==> src/rtl/cpu_ctrl_unit.sv <==
// Microcoded control sequencer for the CPU core datapath.
// Fetches 16-bit instructions over the bus handshake and drives every datapath enable.
module cpu_ctrl_unit (
    input  logic        clk,
    input  logic        rst_n,
    input  logic        RUN,
    input  logic [15:0] INSTR_IN,
    input  logic        SLAVE_READY,
    output logic        BUS_VALID,
    output logic        BUS_WE,
    output logic [4:0]  CS,
    output logic [15:0] REG_EN,
    output logic        ADDER_IN_EN,
    output logic        ADDER_OUT_EN,
    output logic        ADDR_EN,
    output logic        ADD_SUB_MODE,
    output logic        PC_MODE,
    output logic        PC_EN,
    output logic        BUSY,
    output logic        HALTED,
    output logic        ILLEGAL_OP
);

    localparam logic [3:0] S_IDLE    = 4'd0;
    localparam logic [3:0] S_FETCH_A = 4'd1;
    localparam logic [3:0] S_FETCH_W = 4'd2;
    localparam logic [3:0] S_DECODE  = 4'd3;
    localparam logic [3:0] S_MOV     = 4'd4;
    localparam logic [3:0] S_ADD_A   = 4'd5;
    localparam logic [3:0] S_ADD_B   = 4'd6;
    localparam logic [3:0] S_ADD_C   = 4'd7;
    localparam logic [3:0] S_STORE_A = 4'd8;
    localparam logic [3:0] S_STORE_W = 4'd9;
    localparam logic [3:0] S_JMP     = 4'd10;
    localparam logic [3:0] S_HALT    = 4'd11;

    localparam logic [4:0] CS_ADDER = 5'd16;
    localparam logic [4:0] CS_PC    = 5'd17;

    localparam logic [3:0] OP_NOP   = 4'h0;
    localparam logic [3:0] OP_MOV   = 4'h1;
    localparam logic [3:0] OP_ADD   = 4'h2;
    localparam logic [3:0] OP_SUB   = 4'h3;
    localparam logic [3:0] OP_STORE = 4'h4;
    localparam logic [3:0] OP_JMP   = 4'h5;
    localparam logic [3:0] OP_HALT  = 4'hF;

    logic [3:0]  r_state;
    logic [3:0]  w_next;
    logic [15:0] r_ir;

    logic [3:0]  w_op;
    logic [3:0]  w_rd;
    logic [3:0]  w_rs;
    logic [15:0] w_rd_hot;
    logic        w_legal;
    logic [3:0]  w_bound;

    assign w_op     = r_ir[15:12];
    assign w_rd     = r_ir[11:8];
    assign w_rs     = r_ir[7:4];
    assign w_rd_hot = 16'h0001 << w_rd;

    // RUN is only looked at between instructions
    assign w_bound  = RUN ? S_FETCH_A : S_IDLE;

    always_comb begin
        w_legal = 1'b0;
        case (w_op)
            OP_NOP, OP_MOV, OP_ADD, OP_SUB,
            OP_STORE, OP_JMP, OP_HALT: w_legal = 1'b1;
            default:                   w_legal = 1'b0;
        endcase
    end

    always_ff @(posedge clk or negedge rst_n) begin
        if (!rst_n) begin
            r_state <= S_IDLE;
            r_ir    <= 16'h0000;
        end else begin
            r_state <= w_next;
            if (r_state == S_FETCH_W && SLAVE_READY)
                r_ir <= INSTR_IN;
        end
    end

    always_comb begin
        w_next = r_state;
        unique case (r_state)
            S_IDLE: begin
                if (RUN)
                    w_next = S_FETCH_A;
            end
            S_FETCH_A: w_next = S_FETCH_W;
            S_FETCH_W: begin
                if (SLAVE_READY)
                    w_next = S_DECODE;
            end
            S_DECODE: begin
                case (w_op)
                    OP_MOV:         w_next = S_MOV;
                    OP_ADD, OP_SUB: w_next = S_ADD_A;
                    OP_STORE:       w_next = S_STORE_A;
                    OP_JMP:         w_next = S_JMP;
                    OP_HALT:        w_next = S_HALT;
                    default:        w_next = w_bound;
                endcase
            end
            S_MOV:     w_next = w_bound;
            S_ADD_A:   w_next = S_ADD_B;
            S_ADD_B:   w_next = S_ADD_C;
            S_ADD_C:   w_next = w_bound;
            S_STORE_A: w_next = S_STORE_W;
            S_STORE_W: begin
                if (SLAVE_READY)
                    w_next = w_bound;
            end
            S_JMP:     w_next = w_bound;
            S_HALT: begin
                if (!RUN)
                    w_next = S_IDLE;
            end
            default:   w_next = S_IDLE;
        endcase
    end

    always_comb begin
        BUS_VALID    = 1'b0;
        BUS_WE       = 1'b0;
        CS           = 5'd0;
        REG_EN       = 16'h0000;
        ADDER_IN_EN  = 1'b0;
        ADDER_OUT_EN = 1'b0;
        ADDR_EN      = 1'b0;
        ADD_SUB_MODE = 1'b0;
        PC_MODE      = 1'b0;
        PC_EN        = 1'b0;
        BUSY         = 1'b0;
        HALTED       = 1'b0;
        ILLEGAL_OP   = 1'b0;
        unique case (r_state)
            S_IDLE: begin
            end
            S_FETCH_A: begin
                BUSY    = 1'b1;
                CS      = CS_PC;
                ADDR_EN = 1'b1;
            end
            S_FETCH_W: begin
                BUSY      = 1'b1;
                BUS_VALID = 1'b1;
                PC_EN     = SLAVE_READY;
            end
            S_DECODE: begin
                BUSY       = 1'b1;
                ILLEGAL_OP = ~w_legal;
            end
            S_MOV: begin
                BUSY   = 1'b1;
                CS     = {1'b0, w_rs};
                REG_EN = w_rd_hot;
            end
            S_ADD_A: begin
                BUSY        = 1'b1;
                CS          = {1'b0, w_rd};
                ADDER_IN_EN = 1'b1;
            end
            S_ADD_B: begin
                BUSY         = 1'b1;
                CS           = {1'b0, w_rs};
                ADDER_OUT_EN = 1'b1;
                ADD_SUB_MODE = (w_op == OP_ADD);
            end
            S_ADD_C: begin
                BUSY   = 1'b1;
                CS     = CS_ADDER;
                REG_EN = w_rd_hot;
            end
            S_STORE_A: begin
                BUSY    = 1'b1;
                CS      = {1'b0, w_rs};
                ADDR_EN = 1'b1;
            end
            S_STORE_W: begin
                BUSY      = 1'b1;
                CS        = {1'b0, w_rd};
                BUS_VALID = 1'b1;
                BUS_WE    = 1'b1;
            end
            S_JMP: begin
                BUSY    = 1'b1;
                CS      = {1'b0, w_rs};
                PC_MODE = 1'b1;
                PC_EN   = 1'b1;
            end
            S_HALT: begin
                HALTED = 1'b1;
            end
            default: begin
            end
        endcase
    end

endmodule
==> config.mk <==
export PLATFORM = sky130hd
export DESIGN_NAME = cpu_ctrl_unit
export DESIGN_NICKNAME = d
export VERILOG_FILES = /design/src/rtl/cpu_ctrl_unit.sv
export SDC_FILE = /design/constraint.sdc
export NUM_CORES = 1
export LEC_CHECK = 0
export CORE_MARGIN = 1.5
export CORE_UTILIZATION = 46
export CTS_CLUSTER_DIAMETER = 100
export DETAILED_ROUTE_END_ITERATION = 8
export PLACE_DENSITY = 0.95
export SLEW_MARGIN = 20
export SYNTH_ARGS = -nofsm -noshare
export SYNTH_HDL_FRONTEND = slang
export SYNTH_SLANG_ARGS = --single-unit
==> constraint.sdc <==
create_clock -name clk -period 3.25 [get_ports clk]
set_clock_uncertainty 0.05 [all_clocks]
set_input_delay 0.65 -clock clk [delete_from_list [all_inputs] [get_ports clk]]
set_output_delay 0.65 -clock clk [all_outputs]
set_load 0.01 [all_outputs]
======== Word level (Yosys, flattened, before mapping) ========
Index checks and enable logic that the tools add are counted.
storage, ports and cells
  flip-flop bits (word level) ............. 20
  input bits .............................. 20
  output and inout bits ................... 32
  word-level logic and storage cells ...... 59
operators by class
  equality and inequality tests ........... 21
  shift-type cells ........................ 1
  mux-type cells .......................... 21
  bitwise logic cells ..................... 1
  reduce and logical (&&, ||, !) cells .... 13
operators with widths
  cell                  count
  $pmux 4 s10           1
  $eq 4x3->1 const B    6
  $eq 4x4->1 const B    5
  $pmux 4 s5            1
  $pmux 5 s4            1
  $eq 4x2->1 const B    4
  $mux 16               1
  $mux 4                4
  $shl 1x4->16 const A  1
  $mux 1                12
  $reduce_or 10->1      1
  $reduce_or 2->1       5
  $eq 4x1->1 const B    2
  $logic_not 4->1       2
  $ne 2x2->1 const B    4
  $reduce_or 7->1       1
  $reduce_and 4->1      1
  $reduce_or 4->1       1
  $reduce_or 3->1       1
  $pmux 1 s2            1
  $logic_and 1x1->1     1
  $not 1->1             1

======== Longest topological paths before layout ========
  word-level depth ........................ 5
  depth in mapped cells ................... 6
  depth with buffers taken out ............ 4

======== Least setup slack after synthesis ========
Ideal clock, no wire load.
  kind .................................... register to output
  start ................................... reg r_state[1]
  end ..................................... out REG_EN[0]
  data arrival time ....................... 1.326 ns
  data required time ...................... 2.550 ns
  path slack .............................. 1.224 ns
  stages on the path, launching flop included .. 6
  buffers on the path ..................... 1
  path through ............................ dfrtp_1 -> buf_6 -> and2b_4 -> nor4_2 -> nand2b_1 -> nor3_1
on the way
  cells in the longest elaborated chain, start to end .. 3
  elaborated cells on any way between the ends .. 4
  classes of those cells .................. eq/ne (2); mux (1); reduce/logical (1)
RTL lines
  element                             line  source
  start: declaration                  48    logic [3:0] r_state;
  start signal: assignment            81    r_state <= w_next;
  $eq 4x3->1                          141   unique case (r_state)
  $reduce_or 2->1 (no source line) *  -
  $mux 16 *                           141
  end: declaration                    12    output logic [15:0] REG_EN,
Every way passes the cells marked *; elsewhere a longest branch is shown, timed or not.

======== Worst setup path after layout ========
  start ................................... reg r_state[2]
  end ..................................... out REG_EN[13]
Same word-level chain as after synthesis.

==> metrics.md <==
| Metric | Value |
|---|---|
| #FFs+latches synth | 16 |
| Yosys top cell area share | 32.7% |
| CTS tree | yes |
| Routed Antenna Nets | 0 |
| Vias in the first global route | 1100 |
| Tightest Hold Check Type | register to register |
| Status | finished, final reports clean |
| Critical Path RT | 2.55 ns |
| Width of the die | 54.6 microns |
| Post-Syn Instances | 143 |
| First-pass detailed-route iteration total | 4 |
| Yosys top cell by area | dfrtp_1 |
| Full die area | 0.00298 sq mm |
| TNS Setup | 0 ns |
| Fraction of power spent switching nets | 42.7% |
| Psw | 618 uW |
| Initial antenna violation count | 0 |
| Antenna cells | 0 |
| # fillers | 195 |
| Count leader, synth | nor2_1 |
| Wire length per cell | 14.7 microns |
| Maximum clock frequency | 338 MHz |
| Post-synthesis sequential area ratio | 32.7% |
| CP Max Fanout | 16 |
| Drt drc | 0 |
| Core Rows | 18 |
| Final setup vio count | 0 |
| Post-CTS Resized | 0 |
| EDFF count, synth | 0 |
| Nets | 207 |
| H-Tree Level Count | 1 |
| Minimum clock period | 2.96 ns |
| Comb pwr share | 59.6% |
| Final wirelength | 3170 microns |
| Io pins | 52 |
| Largest net degree at the start of global routing | 21 |
| Synth top cells by count | nor2_1 (26), dfrtp_1 (16), nand2b_1 (10) |
| Setup CP Type | register to output port |
| Fin cells | 216 |
| Max-Slew Margin vs Limit | 53.1% |
| Starting Density | 49.0% |
| Critical Path Source Type | register |
| WHS | 0.463 ns |
| Tcrit/Tclk final | 91.2% |
| Placed cells | 212 |
| Worst-margin pin slew | 0.701 ns |
| Placed Area | 0.00169 sq mm |
| Pre-CTS setup slack | 0.475 ns |
| Mapped Avg Cell Area | 8.57 sq um |
| Sequential power share | 31.4% |
| Die Y-Extent | 54.6 microns |
| Number of port buffers | 47 |
| Leakage Power | 0.000686 uW |
| Crit. End Element | output port |
| Gr usage total | 22.6% |
| First-pass GRT wire length | 4890 microns |
| Drt initial violations | 37 |
| Post-DP HPWL | 2430 microns |
| Internal power component | 831 uW |
| Fin area | 0.00173 sq mm |
| Clock Path Buffers | 2 |
| Root cell of the clock tree | clkbuf_4 |
| Async SR Flop Fraction | 100% |
| CTS sink cnt | 16 |
| Worst Path Arrival | 2.26 ns |
| Core box area | 0.00250 sq mm |
| Final Hold Fails | 0 |
| Worst setup margin | 0.287 ns |
| Cell variety after synth | 41 |
| Ranking of synthesized cells by area | dfrtp_1 (33%), mux2_4 (11%), nor2_1 (8.0%) |
| Synth Flop Type | dfrtp_1 |
| Max IR drop VDD | 516 uV |
| Setup Fix Bufs, Post-CTS | 0 |
| Skew-Pair Late Insertion Delay | 0.28 ns |
| GPL Wtd Cong | 0.750 |
| CTS Hold Buffers Added | 0 |
| Pins over their slew limit | 0 |
| Clk slew on worst S/H paths | 0.10 ns |
| Yosys warns | 0 |
| RSZ-0062 raised after global routing | false |
| Part of the power in the clock network | 9.0% |
| Grt ovf | 0 |
| Max-cap violations | 0 |
| Vias per Instance | 5.59 |
| Layout cells sized above 1 | 14.0% |
| Routed via count | 1208 |
| Area growth syn-to-layout | 41.0% |
| TritonCTS buffer count | 3 |
| Power per cell area | 838 mW/mm^2 |
| Synthesized cell area | 0.00123 sq mm |
| Net Count, Synth | 163 |
## cell families (layout without fill, tap and decap cells)
group | after synthesis | count (layout) | share of synthesized area, %
compound gates | 29 | 29 | 15.2
xor+xnor | 2 | 2 | 1.43
fa+ha+maj | 1 | 1 | 0.816
buf+inv | 14 | 57 | 6.33
flops | 16 | 16 | 32.7
mux | 13 | 13 | 14.7
simple gates | 68 | 68 | 28.9
## worst max-delay path: stages, from the launching register on
cell             delay, ns
dfrtp_2               0.55
nand2b_1              0.21
nor3_1                0.27
nand3_1               0.19
nor2_1                0.19
clkdlybuf4s50_1       0.57
## layout make-up
cell class / count / area [sq um] / share of cell area, %
repair buffers: 50 / 493 / 28.5
multi-input cells: 113 / 748 / 43.3
clock buffers: 4 / 36.3 / 2.10
well taps: 30 / 37.5 / 2.17
flip-flops and latches: 16 / 403 / 23.3
inverters: 3 / 11.3 / 0.651
## placed cells by master, fill, tap and decap left out, drive strengths merged, types with 2 or more instances in the layout
master and count:
clkdlybuf4s50 47, nor2 27, dfrtp 16, mux2 13
nand2b 10, a21oi 9, nor3 9, nor2b 6
nand2 5, a31oi 4, clkbuf 4, o21ai 3
inv 3, buf 3, nand3 3, o32ai 2
a22oi 2, o21bai 2, o21a 2, nor4 2
## through the flow
stage,power (uW),util [%]
floorplan,1040,-
global placement,1260,67.6
detailed placement,1310,67.6
CTS,1440,69.1
global route,1550,69.2
finish,1450,69.2
## metal layers
| metal | track usage, % | vias to the layer above | share of wire [%] |
|---|---|---|---|
| met5 | 0 | - | 0 |
| met4 | 6.67 | 0 | 0.85 |
| met3 | 1.91 | 4 | 4.7 |
| met2 | 43.1 | 45 | 56 |
| met1 | 26.2 | 575 | 39 |
| li1 | - | 584 | - |
## worst paths after layout
check	from	endpoint	slack, ns	depth (start not counted)
max in group asynchronous	rst_n	r_state[2]	1.93	1
min in group asynchronous	rst_n	r_ir[11]	0.73	1
worst max-delay path	r_state[2]	REG_EN[13]	0.29	5
worst min register to register	r_ir[6]	r_ir[6]	0.46	1
worst min-delay path	r_ir[6]	r_ir[6]	0.46	1
worst max register to register	r_state[1]	r_ir[15]	1.64	4
## power by group through the flow
stage	clock, uW	sequential [uW]	combinational, uW
4_1_cts	131	448	863
6_report	131	455	863
3_5_place_dp	0	452	857
3_3_place_gp	0	437	825
2_1_floorplan	0	365	672
5_1_grt	143	469	940
## sequential cells by signal, indices dropped and copies added (netlist names)
name,flops
r_ir,12
r_state,4
(Power assumes the default switching activity.)
